## src/rtl/act_grad_stream.sv

```systemverilog
// act_grad_stream: streaming activation-gradient unit, grad = g * f'(x).
// Two register stages: S1 picks the derivative slope for the selected
// activation, S2 multiplies, floors back to the fixed-point format and
// saturates. Both stages advance together under a single stall signal.
module act_grad_stream #(
    parameter int DATA_W = 16,
    parameter int FRAC_W = 8,
    parameter int CNT_W  = 16
) (
    input  logic              clk,
    input  logic              rst,
    input  logic              in_valid,
    output logic              in_ready,
    input  logic [1:0]        in_func,
    input  logic [DATA_W-1:0] in_x,
    input  logic [DATA_W-1:0] in_a,
    input  logic [DATA_W-1:0] in_g,
    output logic              out_valid,
    input  logic              out_ready,
    output logic [DATA_W-1:0] out_grad,
    output logic              out_sat,
    output logic [CNT_W-1:0]  sat_count
);

    localparam int ONE = 1 << FRAC_W;
    localparam int PW  = 2 * DATA_W;

    // Slope values in the data format
    localparam logic signed [DATA_W-1:0] SLOPE_ONE  = DATA_W'(ONE);
    localparam logic signed [DATA_W-1:0] SLOPE_HALF = DATA_W'(ONE / 2);
    localparam logic signed [DATA_W-1:0] SLOPE_QTR  = DATA_W'(ONE / 4);

    // Segment boundaries, one bit wider so |x| of the most negative x fits
    localparam logic signed [DATA_W:0] B_QTR     = (DATA_W+1)'(ONE / 4);
    localparam logic signed [DATA_W:0] B_3QTR    = (DATA_W+1)'(3 * ONE / 4);
    localparam logic signed [DATA_W:0] B_SIG_POS = (DATA_W+1)'(2 * ONE);
    localparam logic signed [DATA_W:0] B_SIG_NEG = (DATA_W+1)'(-2 * ONE);

    // Clip limits expressed at product width
    localparam logic signed [PW-1:0] R_MAX = {{(DATA_W+1){1'b0}}, {(DATA_W-1){1'b1}}};
    localparam logic signed [PW-1:0] R_MIN = {{(DATA_W+1){1'b1}}, {(DATA_W-1){1'b0}}};
    localparam logic [DATA_W-1:0] OUT_MAX = {1'b0, {(DATA_W-1){1'b1}}};
    localparam logic [DATA_W-1:0] OUT_MIN = {1'b1, {(DATA_W-1){1'b0}}};

    logic                     advance;
    logic                     s1_valid_reg;
    logic signed [DATA_W-1:0] s1_slope_reg;
    logic signed [DATA_W-1:0] s1_g_reg;
    logic signed [DATA_W-1:0] slope_next;
    logic signed [DATA_W:0]   x_ext;
    logic signed [DATA_W:0]   x_abs;
    logic                     out_valid_reg;
    logic [DATA_W-1:0]        out_grad_reg;
    logic                     out_sat_reg;
    logic [DATA_W-1:0]        grad_next;
    logic                     sat_next;
    logic signed [PW-1:0]     prod;
    logic signed [PW-1:0]     prod_shr;
    logic [CNT_W-1:0]         sat_count_reg;

    // The whole pipe moves whenever the output register is free or draining
    assign advance  = !out_valid_reg || out_ready;
    assign in_ready = advance;

    // S1 slope selection; boundaries are compared on a sign-extended x
    always_comb begin
        x_ext      = {in_x[DATA_W-1], in_x};
        x_abs      = x_ext[DATA_W] ? -x_ext : x_ext;
        slope_next = SLOPE_ONE;
        case (in_func)
            2'b00: slope_next = (x_ext > 0) ? SLOPE_ONE : $signed(in_a);
            2'b01: slope_next = (x_ext >= B_SIG_NEG && x_ext <= B_SIG_POS) ? SLOPE_QTR : '0;
            2'b10: begin
                if (x_abs <= B_QTR)
                    slope_next = SLOPE_ONE;
                else if (x_abs < B_3QTR)
                    slope_next = SLOPE_HALF;
                else
                    slope_next = '0;
            end
            default: slope_next = SLOPE_ONE;
        endcase
    end

    // S1 register: slope, gradient and valid
    always_ff @(posedge clk) begin
        if (rst) begin
            s1_valid_reg <= 1'b0;
            s1_slope_reg <= '0;
            s1_g_reg     <= '0;
        end else if (advance) begin
            s1_valid_reg <= in_valid;
            s1_slope_reg <= slope_next;
            s1_g_reg     <= $signed(in_g);
        end
    end

    // S2 arithmetic: full product, floor shift, clip to the data range
    always_comb begin
        prod     = PW'(s1_g_reg) * PW'(s1_slope_reg);
        prod_shr = prod >>> FRAC_W;
        sat_next = 1'b0;
        if (prod_shr > R_MAX) begin
            grad_next = OUT_MAX;
            sat_next  = 1'b1;
        end else if (prod_shr < R_MIN) begin
            grad_next = OUT_MIN;
            sat_next  = 1'b1;
        end else begin
            grad_next = prod_shr[DATA_W-1:0];
        end
    end

    // S2 register: output beat, held while downstream stalls
    always_ff @(posedge clk) begin
        if (rst) begin
            out_valid_reg <= 1'b0;
            out_grad_reg  <= '0;
            out_sat_reg   <= 1'b0;
        end else if (advance) begin
            out_valid_reg <= s1_valid_reg;
            out_grad_reg  <= grad_next;
            out_sat_reg   <= sat_next;
        end
    end

    // Count clipped beats as they leave; stick at all-ones
    always_ff @(posedge clk) begin
        if (rst) begin
            sat_count_reg <= '0;
        end else if (out_valid_reg && out_ready && out_sat_reg && (sat_count_reg != '1)) begin
            sat_count_reg <= sat_count_reg + 1'b1;
        end
    end

    assign out_valid = out_valid_reg;
    assign out_grad  = out_grad_reg;
    assign out_sat   = out_sat_reg;
    assign sat_count = sat_count_reg;

endmodule

```

## config.mk

```make
export PLATFORM = sky130hd
export DESIGN_NAME = act_grad_stream
export DESIGN_NICKNAME = d
export VERILOG_FILES = /design/src/rtl/act_grad_stream.sv
export SDC_FILE = /design/constraint.sdc
export NUM_CORES = 1
export LEC_CHECK = 0
export ABC_AREA = 1
export CAP_MARGIN = 0
export CORE_ASPECT_RATIO = 1.1
export CORE_MARGIN = 4
export CORE_UTILIZATION = 45
export DETAILED_ROUTE_END_ITERATION = 8
export PLACE_DENSITY_LB_ADDON = 0.25
export REMOVE_ABC_BUFFERS = 1
export SYNTH_ARGS = -nofsm -noshare
export SYNTH_HDL_FRONTEND = slang
export SYNTH_SLANG_ARGS = --single-unit
export TNS_END_PERCENT = 10
```

## constraint.sdc

```tcl
create_clock -name clk -period 10.9 [get_ports clk]
set_input_delay 1.09 -clock clk [delete_from_list [all_inputs] [get_ports clk]]
set_output_delay 1.09 -clock clk [all_outputs]
set_load 0.02 [all_outputs]
```

# After elaboration in Yosys (flattened, before gate mapping)

Cells that the tools add are included.

Register bits after elaboration: 67
Bits of input ports: 54
Output and inout bits: 35
Logic and storage cells: 37

Add/sub/neg operators: 2
Multiply operators: 1
$lt $le $gt $ge: 7
Equal/unequal tests: 3
Muxes and demuxes: 10
Reductions and logical operators: 7

Operator list:

| cell                    | count |
|---|---|
| $mux W16                | 3 |
| $pmux W16 S3            | 1 |
| $mul A16 B16 Y32        | 1 |
| $gt A24 B16 Y1 const B  | 1 |
| $lt A24 B16 Y1 const B  | 1 |
| $le A17 B8 Y1 const B   | 1 |
| $lt A17 B9 Y1 const B   | 1 |
| $mux W17                | 1 |
| $neg A16 Y17            | 1 |
| $add A16 B1 Y16 const B | 1 |
| $ge A16 B10 Y1 const B  | 1 |
| $gt A16 B1 Y1 const B   | 1 |
| $le A16 B11 Y1 const B  | 1 |
| $ne A16 B16 Y1 const B  | 1 |
| $mux W9                 | 1 |
| $mux W8                 | 1 |
| $mux W7                 | 1 |
| $logic_and A1 B1 Y1     | 4 |
| $eq A2 B1 Y1 const B    | 1 |
| $eq A2 B2 Y1 const B    | 1 |
| $logic_not A2 Y1        | 1 |
| $mux W1                 | 2 |
| $logic_not A1 Y1        | 1 |
| $logic_or A1 B1 Y1      | 1 |

# Logic depth before layout (Yosys ltp)

Gate-level depths: netlist of the first run.

Depth after elaboration: 6
Gate-level depth with buffers: 35
Mapped depth without buffers: 32

# Worst setup path after synthesis of the first run

No wires, ideal clock.

Path type: register to register
From: register s1_slope_reg[3]
To: register out_grad_reg[10] (netlist: out_grad[10])
Library setup time: 122 ps
Arrival: 6607 ps
Required time: 10778 ps
Path slack: 4171 ps
Cell stages (with the launch flop): 28
Buffers on the path: 3
Clock period less this slack: 6729 ps
Cells stage by stage: dfxtp_1 clkbuf_1 clkbuf_1 nand2_1 fa_1 inv_1 fa_1 inv_1 fa_1 inv_1 fa_1 inv_1 fa_1 fa_1 inv_1 ha_1 a21oi_1 a21boi_0 nand2_1 a21oi_1 nand3_1 nand2_1 nand2_1 nor2_2 nand3_2 a21oi_4 buf_8 a21oi_2

Longest elaborated chain between the ends: 4
Elaborated cells on any way between the ends: 5
Classes of those cells: 1 x mul; 2 x order compare; 2 x mux

Ends and longest elaborated chain:

| element                | RTL line | source |
|---|---|---|
| start, declared        | 47       | `logic signed [DATA_W-1:0] s1_slope_reg;` |
| start signal, assigned | 93       | `s1_slope_reg <= slope_next;` |
| $mul A16 B16 Y32 *     | 100      | `prod = PW'(s1_g_reg) * PW'(s1_slope_reg);` |
| $lt A24 B16 Y1         | 106      | `end else if (prod_shr < R_MIN) begin` |
| $mux W16               | 106      |  |
| $mux W16 *             | 103      | `if (prod_shr > R_MAX) begin` |
| end signal, assigned   | 122      | `out_grad_reg <= grad_next;` |
| end, declared          | 53       | `logic [DATA_W-1:0] out_grad_reg;` |

Every way passes the cells marked *; elsewhere a longest branch is shown, timed or not.
A chain may end at the register's enable or synchronous reset.

# Worst setup path in the final report of the first run

From: register s1_g_reg[15]
To: register out_grad_reg[3] (netlist: out_grad[3])

Longest elaborated chain between the ends: 4
Elaborated cells on any way between the ends: 5
Classes of those cells: 1 x mul; 2 x order compare; 2 x mux

Ends and longest elaborated chain:

| element                | RTL line | source |
|---|---|---|
| start, declared        | 48       | `logic signed [DATA_W-1:0] s1_g_reg;` |
| start signal, assigned | 94       | `s1_g_reg <= $signed(in_g);` |
| $mul A16 B16 Y32 *     | 100      |  |
| $lt A24 B16 Y1         | 106      |  |
| $mux W16               | 106      |  |
| $mux W16 *             | 103      |  |

Marked as above.

==> results.ini, run 1 <==
[min_path]
worstHoldPathCells = 2
hold_end = s1_valid_reg$_SDFFE_PP0P_
hp-class = reg -> reg
worstHoldStart = s1_valid_reg$_SDFFE_PP0P_

[die]
core-area_um2 = 30500
die_x_um = 176
dieArea_um2 = 33900
initial_core_util = 0.457
rows = 67
die_h_um = 193
io_pins = 89

[sta]
fin_skew_ns = 0.00699
fin_crit_ns = 7.50
setup_tns_ns = 0
tightest_slew_ns = 0.933
fmax_mhz = 133
finalSetupViolations = 0
rsz0062_at_grt = no
fin_crit_sh = 0.688
maxSlewHeadroom = 0.377
drv_slew = 0
hold_viol = 0

[pwr]
power_density_nw_per_um2 = 63.2
leakagePower_nw = 8.71
vdd.ir_drop.worst_uv = 54.9
fin_total_pwr_mw = 0.973

[finish]
fin_nets = 2325
area_growth_pct = 10.5
num_antenna_cells = 0
drive_above_1_share = 0.0434
design_area_um2 = 15400

[outcome]
status = complete, no violations

[logic_synthesis]
synth_top_cell_by_area = fa_1
netlist_area_um2 = 14000
synthFlopType = dfxtp_1
syn_avg_cell_area_um2 = 7.34
yosysSeqAreaShare = 0.0961
yosys-top-cells-area = fa_1 37%, inv_1 14%, nand2_1 12%
synth_most_common_cell = inv_1
async_reset_ff_frac = 0
syn-instance-count = 1900
synth_commonest_cells = 539 x inv_1, 438 x nand2_1, 261 x fa_1
synth_seq_cells = 67
yosysTopAreaCellShare = 0.374
yosys_warnings = 0
yosysUniqueCellTypes = 45
synth_edf_count = 0

[grt]
gr-usage-met2 = 0.394
grt_pass1_wl_mm = 60.1
grt_pass1_vias = 12246
grt_use_total = 0.221
grt_busiest_layer = met2
use_met1 = 0.273
grt_util_met3 = 0.0321
antenna_found_initial = 0
gr-total-overflow = 0
grt_start_max_net_pins = 56

[routing]
routed_wl_mm = 35.6
vias = 11636
drtPass1Iterations = 5
post-route-drc-count = 0
wl_per_cell_um = 15.2
viasPerCell = 4.96
drt_iter0_drc = 575
postRouteAntennaNets = 0

[clock_network]
clock_sinks = 67
cts_buffer_depth = 2
cts_made_buffers = 9
hold_buffers = 0
cts_resized = 0
insertion_delay_ns = 0.35
cts_root_buffer = clkbuf_16
postCtsSetupRepairBufs = 0
cts_tree = built
path_clk_slew_ns = 0.06
h-tree-depth = 3

[setup_path]
worstPathArrival_ns = 7.70
worst_setup_path_start_kind = register
worstReg2RegEnd = out_grad[3]$_SDFFE_PP0P_
r2r_start = s1_g_reg[15]$_SDFFE_PP0P_
cp_max_fo = 17
rr_worst_depth = 26
worst_setup_path_end_kind = register
reg2reg_slack_ns = 3.40
cp.required_ns = 11.10
crit_type = reg -> reg

[place]
gp_congestion = 0.949
post_dp_cell_area_um2 = 15100
io_buffers = 88
post-dp-hpwl_mm = 29.4

[run]
drv_cap = 0

## through the flow
step | cells | hold WS, ns | setup WS (ns) | util
5_1_grt | 2348 | 0.486 | 2.76 | 0.505
3_5_place_dp | 2332 | 0.443 | 3.41 | 0.495
6_report | 2348 | 0.450 | 3.40 | 0.505
3_3_place_gp | 2332 | 0.441 | 3.58 | 0.495
4_1_cts | 2348 | 0.452 | 3.33 | 0.505
2_1_floorplan | 1819 | 0.430 | 4.31 | -
## final cells by class
cell class | count | area (um^2)
flip-flops and latches | 67 | 1340
clock buffers | 10 | 239
well taps | 414 | 518
fillers | 3050 | 15100
multi-input cells | 1208 | 10200
inverters | 544 | 2040
clock inverters | 6 | 72.6
repair buffers | 99 | 963
## routing by layer
layer	vias to the layer above	wire [um]
li1	5527	-
met1	5727	14500
met2	318	18000
met3	64	2040
met4	0	1120
met5	-	0
## worst max-delay path by stage
stage                                     to                          from
finish              out_grad[3]$_SDFFE_PP0P_     s1_g_reg[15]$_SDFFE_PP0P_
global route        out_grad[0]$_SDFFE_PP0P_     s1_g_reg[15]$_SDFFE_PP0P_
CTS                 out_grad[3]$_SDFFE_PP0P_     s1_g_reg[15]$_SDFFE_PP0P_
detailed placement  out_grad[3]$_SDFFE_PP0P_     s1_g_reg[15]$_SDFFE_PP0P_
global placement    out_grad[0]$_SDFFE_PP0P_     s1_g_reg[15]$_SDFFE_PP0P_
floorplan           out_grad[0]$_SDFFE_PP0P_  s1_slope_reg[3]$_SDFFE_PP0P_
## power by group
part	internal, mW	leakage [nW]	switching [mW]
logic	0.142	8.00	0.212
registers	0.268	0.551	0.0382
clock network	0.186	0.150	0.127
total	0.596	8.71	0.377
## layout by cell type, fill, tap and decap left out, drive strengths merged
cell type	Yosys	routed
clkbuf	72	10
xnor2	13	13
dfxtp	67	67
o21a	3	3
xor2	21	21
a31oi	2	2
buf	9	11
and2	1	1
o22ai	1	1
nor2	120	120
o21ai	59	59
inv	544	546
clkdlybuf4s50	0	88
nor4	2	2
clkinvlp	0	1
clkinv	0	2
nand4	24	24
nor3b	1	1
nand3	45	45
a21boi	2	2
a211oi	2	2
nand3b	2	2
bufinv	0	1
or2	8	8
a21o	3	3
nand2	460	460
o21bai	5	5
ha	81	81
and3	4	4
nor3	9	9
fa	261	261
o211ai	1	1
a21oi	77	77
o31ai	1	1
## cells by family (layout without fill, tap and decap cells)
logic type	Yosys count	count (layout)	share of synthesized area
and+or+nand+nor	676	676	0.202
buffers and inverters	625	659	0.171
DFF	67	67	0.0961
adders and majority gates	342	342	0.447
xor gates and xnor gates	34	34	0.0213
AOI/OAI and AO/OA	156	156	0.0628
## worst max-delay path, stage by stage, from the launching register on
cell and delay, ns:
dfxtp_1 0.73, nand2_1 0.17, fa_1 0.79, inv_1 0.10, fa_1 0.84, inv_1 0.22
fa_1 0.62, inv_1 0.09, fa_1 0.54, inv_1 0.06, fa_1 0.50, fa_1 0.55
inv_1 0.04, ha_1 0.35, nand2_1 0.09, nor2_1 0.12, nand2_1 0.10, nor4_2 0.16
nand2_1 0.14, nand2_1 0.11, nand2_1 0.06, nand2_1 0.06, nand2_1 0.06, nor2_2 0.12
nand3_2 0.11, a21oi_4 0.49, a21oi_1 0.13
Power figures use the tool's default switching activity.
==> run 2: changes to the inputs <==
clock period = 6.9 ns   (was 10.9 ns; I/O delays follow)
==> results.ini, run 2 (synthesis gave the netlist of run 1 again) <==
[routing]
drt_iter0_drc = 665  ; was 575
wl_per_cell_um = 15.2  ; about the same
routed_wl_mm = 36.2  ; was 35.6 mm
postRouteAntennaNets = 0  ; unchanged
vias = 11664  ; was 11636
post-route-drc-count = 0  ; unchanged
viasPerCell = 4.89  ; was 4.96
drtPass1Iterations = 7  ; was 5

[grt]
gr-total-overflow = 0  ; unchanged
grt_start_max_net_pins = 55  ; was 56
antenna_found_initial = 0  ; unchanged
grt_pass1_wl_mm = 60.7  ; was 60.1 mm
grt_pass1_vias = 12195  ; was 12246
grt_use_total = 0.225  ; was 0.221

[sta]
finalSetupViolations = 0  ; unchanged
drv_slew = 0  ; unchanged
fmax_mhz = 154  ; was 133 MHz
fin_crit_ns = 6.48  ; was 7.50 ns
setup_tns_ns = 0  ; unchanged
hold_viol = 0  ; unchanged
fin_hold_ws_ns = 0.455  ; was 0.450 ns
tightest_slew_ns = 0.660  ; was 0.933 ns
fin_ws_ns = 0.421  ; was 3.40 ns
fin_skew_ns = 0.0157  ; was 0.00699 ns
fin_crit_sh = 0.939  ; was 0.688
maxSlewHeadroom = 0.559  ; was 0.377

[finish]
drive_above_1_share = 0.0700  ; was 0.0434
layout_commonest_cell = inv_1  ; unchanged
area_growth_pct = 13.1  ; was 10.5%
fin_nets = 2362  ; was 2325
instances_no_fill = 2385  ; was 2348
num_antenna_cells = 0  ; unchanged
final_cell_mix = 538 x inv_1, 438 x nand2_1, 258 x fa_1, 115 x nor2_1, 88 x clkdlybuf4s50_1  ; was 539 x inv_1, 438 x nand2_1, 261 x fa_1, 115 x nor2_1, 88 x clkdlybuf4s50_1

[pwr]
leakagePower_nw = 8.91  ; was 8.71 nW
fin_total_pwr_mw = 1.62  ; was 0.973 mW
power_density_nw_per_um2 = 103  ; was 63.2 nW/um^2
vdd.ir_drop.worst_uv = 108  ; was 54.9 uV

[setup_path]
reg2reg_slack_ns = 0.42  ; was 3.40 ns
worstPathArrival_ns = 6.73  ; was 7.70 ns
crit_type = reg -> reg  ; unchanged
cp.required_ns = 7.15  ; was 11.10 ns
worst_setup_path_start_kind = register  ; unchanged
cp_max_fo = 16  ; was 17
worst_setup_path_end_kind = register  ; unchanged

[place]
placed_cells = 2367  ; was 2332
place_ws_ns = 0.212  ; was 3.41 ns
post-dp-hpwl_mm = 30.0  ; was 29.4 mm
gp_congestion = 0.920  ; was 0.949
io_buffers = 88  ; unchanged

[outcome]
status = complete, no violations  ; unchanged

[die]
die_x_um = 176  ; unchanged
rows = 67  ; unchanged
core-area_um2 = 30500  ; unchanged
die_h_um = 193  ; unchanged
dieArea_um2 = 33900  ; unchanged
initial_core_util = 0.457  ; unchanged
io_pins = 89  ; unchanged

[clock_network]
path_clk_slew_ns = 0.06  ; about the same
h-tree-depth = 3  ; unchanged
hold_buffers = 0  ; unchanged
cts_made_buffers = 9  ; unchanged
cts_tree = built  ; unchanged
insertion_delay_ns = 0.36  ; was 0.35 ns
cts_root_buffer = clkbuf_16  ; unchanged
clock_sinks = 67  ; unchanged
cts_buffer_depth = 2  ; unchanged

[run]
drv_cap = 0  ; unchanged

[min_path]
hp-class = reg -> reg  ; unchanged

==> run 2: power by group <==
group | switching [mW] | leakage (nW) | internal, mW | total, mW
registers | 0.0450 | 0.554 | 0.423 | 0.468
clock network | 0.221 | 0.160 | 0.331 | 0.552
logic | 0.354 | 8.20 | 0.250 | 0.604
==> run 2: per-layer routing <==
metal | part of all wire | global-route usage
met1 | 0.41 | 0.280
met2 | 0.50 | 0.407
met3 | 0.056 | 0.0339
met4 | 0.031 | 0.0675
met5 | 0 | 0
==> run 2: timing repair <==
action | 4_1_cts | 5_1_grt
setup buffers | 0 | 2
setup endpoints to repair | 0 | 16
resized for setup | 0 | 19
==> run 2: stage by stage <==
step                      utilization  area, um^2
after floorplan                     -       13600
after global placement          0.504       15400
after detailed placement        0.504       15400
after CTS                       0.515       15700
after global routing            0.517       15800
final                           0.517       15800
==> run 2: worst max-delay path, stage by stage, from the launching register on <==
cell	delay, ns
dfxtp_1	0.74
nand2_1	0.27
fa_1	0.58
inv_1	0.05
fa_1	0.47
fa_1	0.52
inv_1	0.05
fa_1	0.53
inv_1	0.06
fa_1	0.53
inv_1	0.05
fa_1	0.53
inv_1	0.04
ha_1	0.34
a21oi_1	0.20
a21boi_0	0.23
o21ai_0	0.14
a21oi_2	0.16
nand2_1	0.09
nand2_1	0.06
nand2_1	0.05
nor2_1	0.10
nand3_1	0.11
nand2_2	0.09
buf_12	0.15
nand3_1	0.08
nand2_1	0.09
inv_1	0.03
==> run 2: layout make-up <==
| cell class | count | area [um^2] |
|---|---|---|
| fillers | 3020 | 14700 |
| multi-input cells | 1208 | 10300 |
| inverters | 544 | 2050 |
| flip-flops and latches | 67 | 1350 |
| repair buffers | 136 | 1270 |
| well taps | 414 | 518 |
| clock buffers | 10 | 239 |
| clock inverters | 6 | 93.8 |
==> run 2: worst paths after layout <==
path	end	startpoint	cells after the start
setup / recovery	out_sat$_SDFFE_PP0P_	s1_slope_reg[13]$_SDFFE_PP0P_	27
hold / removal	s1_valid_reg$_SDFFE_PP0P_	s1_valid_reg$_SDFFE_PP0P_	2
hold reg to reg	s1_valid_reg$_SDFFE_PP0P_	s1_valid_reg$_SDFFE_PP0P_	2
setup reg to reg	out_sat$_SDFFE_PP0P_	s1_slope_reg[13]$_SDFFE_PP0P_	27
==> run 3: changes to the inputs <==
CTS_CLUSTER_SIZE = 16   (was unset)
RECOVER_POWER = 50   (was unset)
==> results.ini, run 3 (synthesis gave the netlist of run 1 again) <==
[outcome]
status = finished, violations left  ; was complete, no violations
violations = max-capacitance violations, max-slew violations

[sta]
tightest_slew_ns = 1.76  ; was 0.660 ns
fin_ws_ns = 0.420  ; was 0.421 ns
hold_viol = 0  ; unchanged
drv_slew = 24  ; was 0
fin_crit_sh = 0.939  ; about the same
maxSlewHeadroom = -0.172  ; was 0.559
fin_crit_ns = 6.48  ; about the same
fin_hold_ws_ns = 0.456  ; was 0.455 ns
fin_skew_ns = 0.0155  ; was 0.0157 ns
finalSetupViolations = 0  ; unchanged
fmax_mhz = 154  ; about the same

[grt]
gr-usage-met2 = 0.407  ; unchanged
use_met1 = 0.280  ; unchanged
grt_use_total = 0.225  ; unchanged
grt_start_max_net_pins = 55  ; unchanged
antenna_found_initial = 0  ; unchanged
grt_pass1_vias = 12195  ; unchanged
grt_busiest_layer = met2  ; unchanged
gr-total-overflow = 0  ; unchanged
grt_util_met3 = 0.0339  ; unchanged
grt_pass1_wl_mm = 60.7  ; unchanged

[die]
io_pins = 89  ; unchanged
die_x_um = 176  ; unchanged
dieArea_um2 = 33900  ; unchanged
initial_core_util = 0.457  ; unchanged
die_h_um = 193  ; unchanged
rows = 67  ; unchanged
core-area_um2 = 30500  ; unchanged

[setup_path]
cpMaxStageDelayCell = dfxtp_1  ; unchanged
worst_setup_path_end_kind = register  ; unchanged
cp.required_ns = 7.15  ; about the same
worstPathArrival_ns = 6.73  ; about the same
cp_max_fo = 16  ; unchanged
critPathMaxStageDelay_ns = 0.74  ; about the same
crit_type = reg -> reg  ; unchanged
worst_setup_path_start_kind = register  ; unchanged

[finish]
final_cell_mix = 538 x inv_1, 438 x nand2_1, 258 x fa_1, 115 x nor2_1, 80 x ha_1  ; was 538 x inv_1, 438 x nand2_1, 258 x fa_1, 115 x nor2_1, 88 x clkdlybuf4s50_1
drive_above_1_share = 0.0695  ; was 0.0700
num_antenna_cells = 0  ; unchanged
layout_commonest_cell = inv_1  ; unchanged
fin_nets = 2362  ; unchanged
area_growth_pct = 13.1  ; about the same
instances_no_fill = 2385  ; unchanged

[run]
drv_cap = 1  ; was 0

[place]
gp_congestion = 0.920  ; unchanged
placed_cells = 2367  ; unchanged
io_buffers = 88  ; unchanged
place_ws_ns = 0.212  ; unchanged
post-dp-hpwl_mm = 30.0  ; unchanged

[routing]
drt_iter0_drc = 666  ; was 665
wl_per_cell_um = 15.2  ; about the same
postRouteAntennaNets = 0  ; unchanged
vias = 11694  ; was 11664
drtPass1Iterations = 5  ; was 7
viasPerCell = 4.90  ; was 4.89
routed_wl_mm = 36.2  ; about the same
post-route-drc-count = 0  ; unchanged

[clock_network]
cts_buffer_depth = 2  ; unchanged
h-tree-depth = 3  ; unchanged
path_clk_slew_ns = 0.06  ; about the same
clock_sinks = 67  ; unchanged
insertion_delay_ns = 0.36  ; about the same
cts_tree = built  ; unchanged
hold_buffers = 0  ; unchanged
cts_root_buffer = clkbuf_16  ; unchanged
cts_made_buffers = 9  ; unchanged

[pwr]
fin_total_pwr_mw = 1.62  ; about the same
leakagePower_nw = 8.99  ; was 8.91 nW
power_density_nw_per_um2 = 102  ; was 103 nW/um^2
vdd.ir_drop.worst_uv = 109  ; was 108 uV

[min_path]
hp-class = reg -> reg  ; unchanged

-- run 3: cell count changes in the layout (fill, tap and decap cells not counted), sizes merged --
cell / change
buf: -1
clkdlybuf4s50: -35
dlygate4sd3: +35
clkbuf: +1
-- run 3: worst paths after layout --
path | from | slack (ns) | depth (start not counted) | end
worst min register to register | s1_valid_reg$_SDFFE_PP0P_ | 0.46 | 2 | s1_valid_reg$_SDFFE_PP0P_
worst min-delay path | s1_valid_reg$_SDFFE_PP0P_ | 0.46 | 2 | s1_valid_reg$_SDFFE_PP0P_
worst max register to register | s1_slope_reg[13]$_SDFFE_PP0P_ | 0.42 | 27 | out_sat$_SDFFE_PP0P_
worst max-delay path | s1_slope_reg[13]$_SDFFE_PP0P_ | 0.42 | 27 | out_sat$_SDFFE_PP0P_
-- run 3: layer usage --
metal	up-vias	wire length (um)
li1	5598	-
met1	5710	14800
met2	323	18300
met3	63	2040
met4	0	1100
met5	-	0
-- run 3: power breakdown --
group / total [mW] / switching [mW] / internal (mW)
combinational: 0.595 / 0.355 / 0.240
sequential: 0.467 / 0.0438 / 0.423
clock: 0.554 / 0.223 / 0.331
-- run 3: what timing repair did --
item,CTS,global route
setup endpoints to repair,0,16
buffers inserted,0,2
resized for setup,0,19
-- run 3: layout make-up --
cell class	instances	area (um^2)
Fill cell	3022	14700
Multi-Input combinational cell	1208	10300
Inverter	544	2050
Sequential cell	67	1350
Timing Repair Buffer	136	1270
Tap cell	414	518
Clock buffer	10	239
Clock inverter	6	93.8
-- run 3: worst max-delay path: cells and delay by family (launching register included) --
kind	cells	cell delay (ns)
AOI/OAI and AO/OA	4	0.73
DFF	1	0.74
buffers and inverters	7	0.43
adders and majority gates	7	3.50
and+or+nand+nor	9	0.94
-- run 3: stage by stage --
stage | utilization | instance area (um^2) | TNS (ns)
finish | 0.517 | 15800 | 0
global placement | 0.504 | 15400 | 0
floorplan | - | 13600 | 0
global route | 0.517 | 15800 | -0.0509
CTS | 0.515 | 15700 | 0
detailed placement | 0.504 | 15400 | 0
